## src/rtl/debouncer_mc.sv

```systemverilog
// debouncer_mc: multi-channel debouncer for asynchronous, noisy inputs.
// Each channel has a SYNC-deep synchronizer and a stability counter.
// The debounced level changes only after the synchronized input has held a
// new level for cfg_eff consecutive enabled clocks, where cfg_eff is cfg_cnt
// with 0 treated as 1. Registered rise/fall pulses fire on the edge that
// updates dout. evt is a sticky flag per channel: set by any transition,
// cleared by evt_clr, and a set wins over a clear in the same cycle.
module debouncer_mc #(
    parameter int NCH  = 8,
    parameter int CW   = 16,
    parameter int SYNC = 2      // synchronizer depth, 2 or more
) (
    input  logic           aclk,
    input  logic           areset,
    input  logic [NCH-1:0] din,
    input  logic           en,
    input  logic [CW-1:0]  cfg_cnt,
    input  logic [NCH-1:0] evt_clr,
    output logic [NCH-1:0] dout,
    output logic [NCH-1:0] rise,
    output logic [NCH-1:0] fall,
    output logic [NCH-1:0] evt
);

    localparam logic [CW-1:0] CNT_ONE = CW'(1);

    logic [NCH-1:0] sync_q [SYNC];
    logic [CW-1:0]  cnt_q  [NCH];
    logic [CW-1:0]  cnt_d  [NCH];
    logic [NCH-1:0] dout_q, dout_d;
    logic [NCH-1:0] rise_q, rise_d;
    logic [NCH-1:0] fall_q, fall_d;
    logic [NCH-1:0] evt_q,  evt_d;
    logic [CW-1:0]  limit;
    logic [NCH-1:0] s;

    // cfg_eff - 1. Comparing against this with >= means a newly lowered
    // cfg_cnt takes effect at once, even when cnt is already past it.
    assign limit = (cfg_cnt == '0) ? '0 : (cfg_cnt - CNT_ONE);
    assign s     = sync_q[SYNC-1];

    // Synchronizer chain: the last stage feeds the decision logic.
    always_ff @(posedge aclk) begin
        if (areset) begin
            for (int k = 0; k < SYNC; k++) sync_q[k] <= '0;
        end else begin
            sync_q[0] <= din;
            for (int k = 1; k < SYNC; k++) sync_q[k] <= sync_q[k-1];
        end
    end

    // Per-channel next-state logic: count mismatch cycles, commit at cfg_eff.
    always_comb begin
        dout_d = dout_q;
        rise_d = '0;
        fall_d = '0;
        for (int i = 0; i < NCH; i++) begin
            cnt_d[i] = cnt_q[i];
            if (!en || (s[i] == dout_q[i])) begin
                cnt_d[i] = '0;
            end else if (cnt_q[i] >= limit) begin
                dout_d[i] = s[i];
                rise_d[i] = s[i];
                fall_d[i] = ~s[i];
                cnt_d[i]  = '0;
            end else begin
                cnt_d[i] = cnt_q[i] + CNT_ONE;
            end
        end
        evt_d = (evt_q & ~evt_clr) | rise_d | fall_d;
    end

    // State registers: counters, debounced level, pulses and sticky flags.
    always_ff @(posedge aclk) begin
        if (areset) begin
            for (int i = 0; i < NCH; i++) cnt_q[i] <= '0;
            dout_q <= '0;
            rise_q <= '0;
            fall_q <= '0;
            evt_q  <= '0;
        end else begin
            for (int i = 0; i < NCH; i++) cnt_q[i] <= cnt_d[i];
            dout_q <= dout_d;
            rise_q <= rise_d;
            fall_q <= fall_d;
            evt_q  <= evt_d;
        end
    end

    assign dout = dout_q;
    assign rise = rise_q;
    assign fall = fall_q;
    assign evt  = evt_q;

endmodule

```

## config.mk

```make
export PLATFORM = sky130hd
export DESIGN_NAME = debouncer_mc
export DESIGN_NICKNAME = d
export VERILOG_FILES = /design/src/rtl/debouncer_mc.sv
export SDC_FILE = /design/constraint.sdc
export NUM_CORES = 1
export LEC_CHECK = 0
export ABC_AREA = 0
export CORE_MARGIN = 3
export CORE_UTILIZATION = 40
export CTS_CLUSTER_SIZE = 12
export DETAILED_ROUTE_END_ITERATION = 7
export HOLD_SLACK_MARGIN = 0.02
export MAX_ROUTING_LAYER = met4
export PLACE_DENSITY = 0.55
export SYNTH_ARGS = -nofsm -noshare
export SYNTH_HDL_FRONTEND = slang
export SYNTH_SLANG_ARGS = --single-unit
```

## constraint.sdc

```tcl
create_clock -name aclk -period 3.7 [get_ports aclk]
set_input_delay 0.37 -clock aclk [delete_from_list [all_inputs] [get_ports aclk]]
set_output_delay 0.37 -clock aclk [all_outputs]
set_load 0.02 [all_outputs]
```

-- Yosys cells after proc, flatten, opt, wreduce, memory -nomap -nowiden
Memory sizes are Yosys's and may differ from the RTL's.
Cells that the tools add are included.
- $add $sub $neg: 9
- multiply operators: 0
- divide/modulo/power cells: 0
- order comparisons: 8
- equal/unequal tests: 8
- shift-type cells: 0
- multiplexer cells: 62
- bitwise logic cells: 30
- reductions and logical operators: 18
- operators with widths (operator ; count):
    16-bit 2-to-1 mux ; 25
    16-bit by 1-bit adder with 16-bit output, second input constant ; 8
    16-bit >= comparator ; 8
    1-bit 2-to-1 mux ; 35
    16-bit zero test ; 1
    8-bit 2-to-1 mux ; 2
    1-bit inverter ; 16
    8-bit OR ; 2
    2-bit AND reduction ; 8
    16-bit by 1-bit subtractor with 16-bit output, second input constant ; 1
    1-bit OR ; 10
    8-bit bitwise AND ; 1
    1-bit == test ; 8
    1-bit logical OR ; 8
    8-bit inverter ; 1
    1-bit zero test ; 1
- bits in registers: 32
- bits in latches: 0
- RAM bits: 144
- memory bits (read-only): 0
- bits of input ports: 35
- output and inout bits: 32
- memories kept: 2
- memories (name ; words ; bits a word ; rd ports ; clocked after Yosys merged registers in ; wr ports ; RTL line ; RTL):
    cnt_q ; 8 ; 16 ; 8 ; 0 ; 8 ; 28 ; logic [CW-1:0] cnt_q [NCH];
    sync_q ; 2 ; 8 ; 2 ; 0 ; 2 ; 27 ; logic [NCH-1:0] sync_q [SYNC];

-- Depth between registers and ports, before layout
Gate-level depths: netlist of the first run.
- word-level depth: 7
- mapped depth: 13
- gate-level depth less buffers: 12

-- Worst setup path before layout of the first run
No wires, ideal clock.
- kind: in2reg
- from: input port cfg_cnt[11]
- to: memory cnt_q[4][9] (netlist: cnt_q[1][9])
- library setup time: 0.064 ns
- data arrival time: 3.027 ns
- data required time: 3.636 ns
- setup slack: 0.608 ns
- cell stages on the path: 12
- buffers on the path: 2
- cells stage by stage: or3_4 -> nor4b_2 -> nand4b_1 -> buf_2 -> nand2_1 -> ha_1 -> a21oi_1 -> o21ai_0 -> a221oi_1 -> nand3_2 -> buf_2 -> nor2_1
- RTL lines (what ; RTL line ; RTL):
    from (decl) ; 17 ; input logic [CW-1:0] cfg_cnt,
    to (decl) ; 28 ;

-- Final worst setup path of the first run
- from: input port cfg_cnt[7]
- to: register fall_q[1] (netlist: fall[1])
- longest elaborated chain between the ends: 5
- elaborated cells on any way between the ends: 6
- RTL lines (what ; RTL line ; RTL):
    16-bit by 1-bit subtractor with 16-bit output or 16-bit zero test (tied branches) ; 39 ; assign limit = (cfg_cnt == '0) ? '0 : (cfg_cnt - CNT_ONE);
    16-bit 2-to-1 mux (*) ; 39 ;
    16-bit >= comparator (*) ; 61 ; end else if (cnt_q[i] >= limit) begin
    1-bit 2-to-1 mux (*) ; 61 ;
    1-bit 2-to-1 mux (*) ; 59 ; if (!en || (s[i] == dout_q[i])) begin
    to (signal assigned) ; 85 ; fall_q <= fall_d;
    to (decl) ; 32 ; logic [NCH-1:0] fall_q, fall_d;
Mark *: on every way between the ends. The rest lies on a longest branch, timed or not.
A chain may end at the register's enable or synchronous reset.

==> results.cfg, run 1 <==
[yosys]
netlist.top_cell.by_area = dfxtp_1
yosys_register_bits = 176
synth_fp_nets = 1295
yosysWarnings = 0
synth_edf_count = 0
synthCells = 1122
async_reset_ff_share_pct = 0
synth_area_leaders = dfxtp_1, ha_1, xor2_1, nor2_1, nand2_1
ys_seq_area_share_pct = 35.63
syn_area_sq_um = 9888
synthFlopType = dfxtp_1
synth_top_area_share_pct = 35.63
ys_types = 55
netlist_top_cells_count = dfxtp_1, nor2_1, ha_1, nand2_1, xor2_1
avgSynthCellArea_sq_um = 8.813

[floorplanning]
core_area_sq_um = 23890
die_h_microns = 163.2
initial_core_util_pct = 41.39
rows = 56
die_w_microns = 163.2
ios = 67
die-area_sq_um = 26640

[setup_path]
endpoint = fall[1]
r2r-start = cnt_q[1][48]
r2r_slack_ns = 1.48
required_ns = 4.00
cp-startpoint = cfg_cnt[7]
worst_setup_path_end_kind = flop
r2r_end = cnt_q[1][61]
crit_fanout = 4
reg2reg_depth = 8
critPathKind = in2reg
crit_arrival_ns = 3.71
critPathLaunchType = primary input

[route]
via_count = 8198
routedWlPerCell_microns = 15.84
viasPerCell = 5.137
wl_mm = 25.27
drtIter0Drc = 414
ant_nets = 0
drtPass1Iterations = 5
drc = 0

[pwr]
pwr_density_cell_nw_per_um2 = 341.4
worst_ir_drop_vdd_uv = 229.1
p_leak_uw = 0.005010

[placed_design]
hpwl_mm = 19.01
dp.cells = 1565
numPortBuffers = 66
gp_congestion = 0.8422

[hold_path]
min-delay-path-class = in2reg

[global_routing]
overflow = 0
grt_max_degree = 35
grt_pass1_wl_mm = 40.83
antenna_found_initial = 0
grt_pass1_vias = 7808
grt_usage_pct = 20.04

[clock_tree]
clockRootBuffer = clkbuf_16
cts_tree = done
clockBufferDepth = 2
clkSlewWorstSetupHoldPaths_ns = 0.07
h-tree-depth = 4
insertion_delay_ns = 0.44
clock_sinks = 176
numCtsBuffers = 17

[timing]
clock.fmax_ghz = 0.2927
tightestPinTransition_ns = 0.6405
finalClockSkew_ns = 0.009182
fin_crit_ns = 3.416
rsz0062_at_grt = no
finalSetupViolCount = 0
finalCritPeriodShare_pct = 92.33
relSlewSlack_pct = 56.97
slew_violations = 0
tns_ns = 0
timing.final.hold_violations = 0

[cells_and_area]
final_cells = 1596
drive_gt1_share_pct = 9.789
num-nets-final = 1438
num_antenna_cells = 0
area_growth_pct = 23.72
fin_util_pct = 51.20

[flow_run]
drv_cap = 0

[run_status]
status = complete, no violations
[worst max-delay path, cell delays in order]
cell and delay, ns:
clkdlybuf4s50_1 0.48, nor4_1 0.30, buf_4 0.17, nand3_1 0.12
buf_4 0.18, nor2_1 0.10, xor2_1 0.15, nand2_1 0.12
buf_4 0.17, ha_1 0.30, nand4_1 0.11, nor3_1 0.35
o311ai_2 0.21, and3_1 0.24, nor3_1 0.33
[worst min-delay path by stage]
stage | start | end | depth (start not counted) | slack [ns]
floorplan | sync_q[0][2] | sync_q[0][10] | 1 | 0.41
global placement | sync_q[0][1] | sync_q[0][9] | 1 | 0.42
detailed placement | sync_q[0][0] | sync_q[0][8] | 1 | 0.42
CTS | areset | fall[3] | 4 | 0.34
global route | areset | fall[3] | 4 | 0.38
finish | areset | fall[3] | 4 | 0.35
[sequential cells by signal (all words and copies together), names as in the netlist]
signal  flops
evt         8
dout        8
fall        8
rise        8
cnt_q     128
sync_q     16
[power breakdown]
group          switching, uW  leakage (uW)  internal (uW)  total, uW
clock network            778      0.000308           1150       1930
registers               7.07       0.00142           1900       1910
logic                    183       0.00328            153        336
total                    968       0.00501           3210       4180
[stage by stage]
step	setup WS [ns]	cell area [sq um]	total power [uW]	hold WS, ns
finish	0.2836	12230	4176	0.3513
global route	0.009294	12230	4326	0.3782
CTS	0.2928	12210	4224	0.3410
detailed placement	-0.1306	11580	2288	0.4246
global placement	-0.07859	11580	2285	0.4181
floorplan	0.6082	9888	2094	0.4138
[cell families (layout without fill, tap and decap cells)]
family / after synthesis / in the layout / synth area share, %
flip-flops: 176 / 176 / 35.63
AND/OR/NAND/NOR: 507 / 507 / 25.24
buffers and inverters: 42 / 197 / 1.936
XOR/XNOR: 132 / 132 / 11.69
adder cells (fa/ha/maj): 138 / 138 / 17.46
AO/OA/AOI/OAI: 127 / 127 / 8.035
[placed cells by master, fill, tap and decap left out, drive strengths merged, types with 9 or more instances in the layout]
master,netlist,layout
and4,17,17
xnor2,35,35
clkbuf,7,19
a31oi,9,9
and3,21,21
nor3,21,21
nand2,99,99
inv,25,27
and2,12,12
xor2,97,97
nor4,9,9
a21oi,52,52
nand3,65,65
o21ai,28,28
nand4,37,37
nor2b,32,32
dfxtp,176,176
buf,10,76
nor2,177,177
clkdlybuf4s50,0,65
ha,138,138
[repair_timing]
item	in CTS	in global routing
resized for setup	0	4
endpoints found under the setup margin	0	16
setup buffers	0	0
endpoints found under the hold margin	0	0
hold buffers	0	0
[layer usage]
metal | wire [microns] | part of all wire [%] | up-vias | global-route usage, %
li1 | - | - | 4216 | -
met1 | 11950 | 47 | 3778 | 25.35
met2 | 11750 | 46 | 153 | 33.33
met4 | 683 | 2.7 | 0 | 6.190
met3 | 896 | 3.5 | 51 | 2.815
met5 | 0 | 0 | - | -
[cell type report]
cell class                      count  area [sq um]
Clock inverter                     12         182.7
Inverter                           25         93.84
Timing Repair Buffer              141          1394
Tap cell                          319         399.1
Sequential cell                   176          3523
Multi-Input combinational cell    904          6198
Fill cell                        2233         11660
Clock buffer                       19         442.9
Power figures use the tool's default switching activity.
==> run 2, diff against run 1 <==
- CORE_UTILIZATION: 40 -> 60
- PLACE_DENSITY: 0.55 -> 0.78
==> run 2 against run 1 <==
Net effect:
- critical path depth fell by 2
- clock skew hardly changed
- fmax about the same
- clock power decreased by 6%
- clock-buffer cell count down 1
- core utilization rose by 23 points
- design area is 2.5% lower
- final cell count decreased by 7.0%
- largest power group is now registers
- highest routed layer unchanged
==> results.cfg, run 2 (synthesized netlist as in run 1, its figures left out) <==
[pwr]
worst_ir_drop_vdd_uv = 346.3
p_leak_uw = 0.004918
pwr_density_cell_nw_per_um2 = 340.1
finalPower_uw = 4055

[cells_and_area]
fin_area_sq_um = 11920
num_antenna_cells = 0
drive_gt1_share_pct = 9.062
final_cell_mix = nor2_1, dfxtp_1, ha_1, nand2_1, xor2_1
seq_area_sq_um = 3523
nFillCells = 1204
multi_input_area_sq_um = 6180
area_growth_pct = 20.59
largest_reg_flops = 128
final_cells = 1485
top_register = cnt_q
largest_registers = cnt_q x128, sync_q x16
num-nets-final = 1429

[clock_tree]
cts_setup_buffers = 0
insertion_delay_ns = 0.43
cts_hold_buf = 0
cts_tree = done
clockBufferDepth = 2
cts_resized = 0
clock_sinks = 176
h-tree-depth = 4
clockRootBuffer = clkbuf_16
numCtsBuffers = 17
clkSlewWorstSetupHoldPaths_ns = 0.07

[placed_design]
gp_congestion = 0.8605
dp.cells = 1453
dp_slack_ns = -0.1966
place_area_sq_um = 11320
numPortBuffers = 66
hpwl_mm = 17.72

[global_routing]
grt_usage_pct = 28.29
grt_max_degree = 36
grt_pass1_wl_mm = 39.88
grt_pass1_vias = 8246
antenna_found_initial = 0
overflow = 0

[timing]
clock.fmax_ghz = 0.2929
finalSetupViolCount = 0
finalClockSkew_ns = 0.008743
layout_setup_ws_ns = 0.2863
hold-worst-slack_ns = 0.4416
finalCritPeriodShare_pct = 92.26
relSlewSlack_pct = 45.34
rsz0062_at_grt = no
slew_violations = 0
fin_crit_ns = 3.414
timing.final.hold_violations = 0
tightestPinTransition_ns = 0.8199

[route]
route.met3.wl_mm = 1.053
drc = 0
highest_layer = met4
drtIter0Drc = 449
viasPerCell = 5.649
wl_mm = 24.23
routedWlPerCell_microns = 16.32
ant_nets = 0
met1Wirelength_mm = 10.65
drtPass1Iterations = 4
via_count = 8389
wl_met2_mm = 11.64

[floorplanning]
die_w_microns = 134.4
die_h_microns = 134.4
ios = 67
rows = 46
die-area_sq_um = 18060
core_area_sq_um = 16000
initial_core_util_pct = 61.80

[run_status]
status = complete, no violations

[setup_path]
crit_fanout = 5
worst_setup_path_end_kind = flop
critPathLaunchType = primary input
required_ns = 4.05
crit_arrival_ns = 3.76
critPathKind = in2reg

[hold_path]
min-delay-path-class = reg2reg

[flow_run]
drv_cap = 0
[run 2: cell types whose count changed in the layout (fill, tap and decap cells not counted), moves of 2 or more]
cell,before,now
bufinv_16,4,2
clkinvlp_4,0,3
buf_4,61,57
inv_6,2,5
buf_12,14,9
clkinv_4,4,2
[run 2: power by group]
| group | total [uW] | switching (uW) | leakage (uW) | internal, uW |
|---|---|---|---|---|
| combinational | 320 | 176 | 0.00321 | 144 |
| sequential | 1910 | 7.57 | 0.00142 | 1900 |
| clock | 1820 | 801 | 0.000284 | 1020 |
| total | 4050 | 985 | 0.00492 | 3070 |
[run 2: final cells by class]
cell class | instances | area share, %
clock buffer | 18 | 3.683
clock inverter | 14 | 1.291
inverter | 25 | 0.7870
multi-input combinational | 904 | 51.83
sequential | 176 | 29.55
tap | 216 | 2.267
timing repair buffer | 132 | 10.60
[run 2: metal layers]
layer / up-vias / track usage [%]
met4: 0 / 12.33
met5: - / -
li1: 4209 / -
met2: 201 / 46.37
met3: 57 / 4.464
met1: 3922 / 34.64
[run 2: final timing paths]
check               startpoint            end  slack (ns)  cells after the start
setup / recovery    cfg_cnt[5]        dout[7]        0.29                     13
hold / removal    sync_q[0][2]  sync_q[0][10]        0.44                      1
setup reg to reg  cnt_q[1][48]   cnt_q[1][62]        1.56                      8
hold reg to reg   sync_q[0][2]  sync_q[0][10]        0.44                      1
[run 2: through the flow]
stage / utilization [%] / setup TNS, ns
finish: 74.52 / 0
global placement: 70.78 / -1.349
global route: 74.52 / 0
floorplan: - / 0
CTS: 74.48 / 0
detailed placement: 70.78 / -2.685
[run 2: critical path, cell delays in order]
cell and delay, ns:
clkdlybuf4s50_1 0.43, nor4_2 0.41, nand3_1 0.20, nor3_1 0.27, xor2_1 0.16, nand2_1 0.13, buf_4 0.20, ha_1 0.32
nand4_1 0.17, nor3_1 0.33, nand4_1 0.13, a31oi_1 0.41, a2bb2oi_1 0.22
==> run 3, diff against run 2 <==
- SLEW_MARGIN: default -> 20
==> results of run 3 <==
No change in the layout: final DEF, timing and power equal those of run 2.
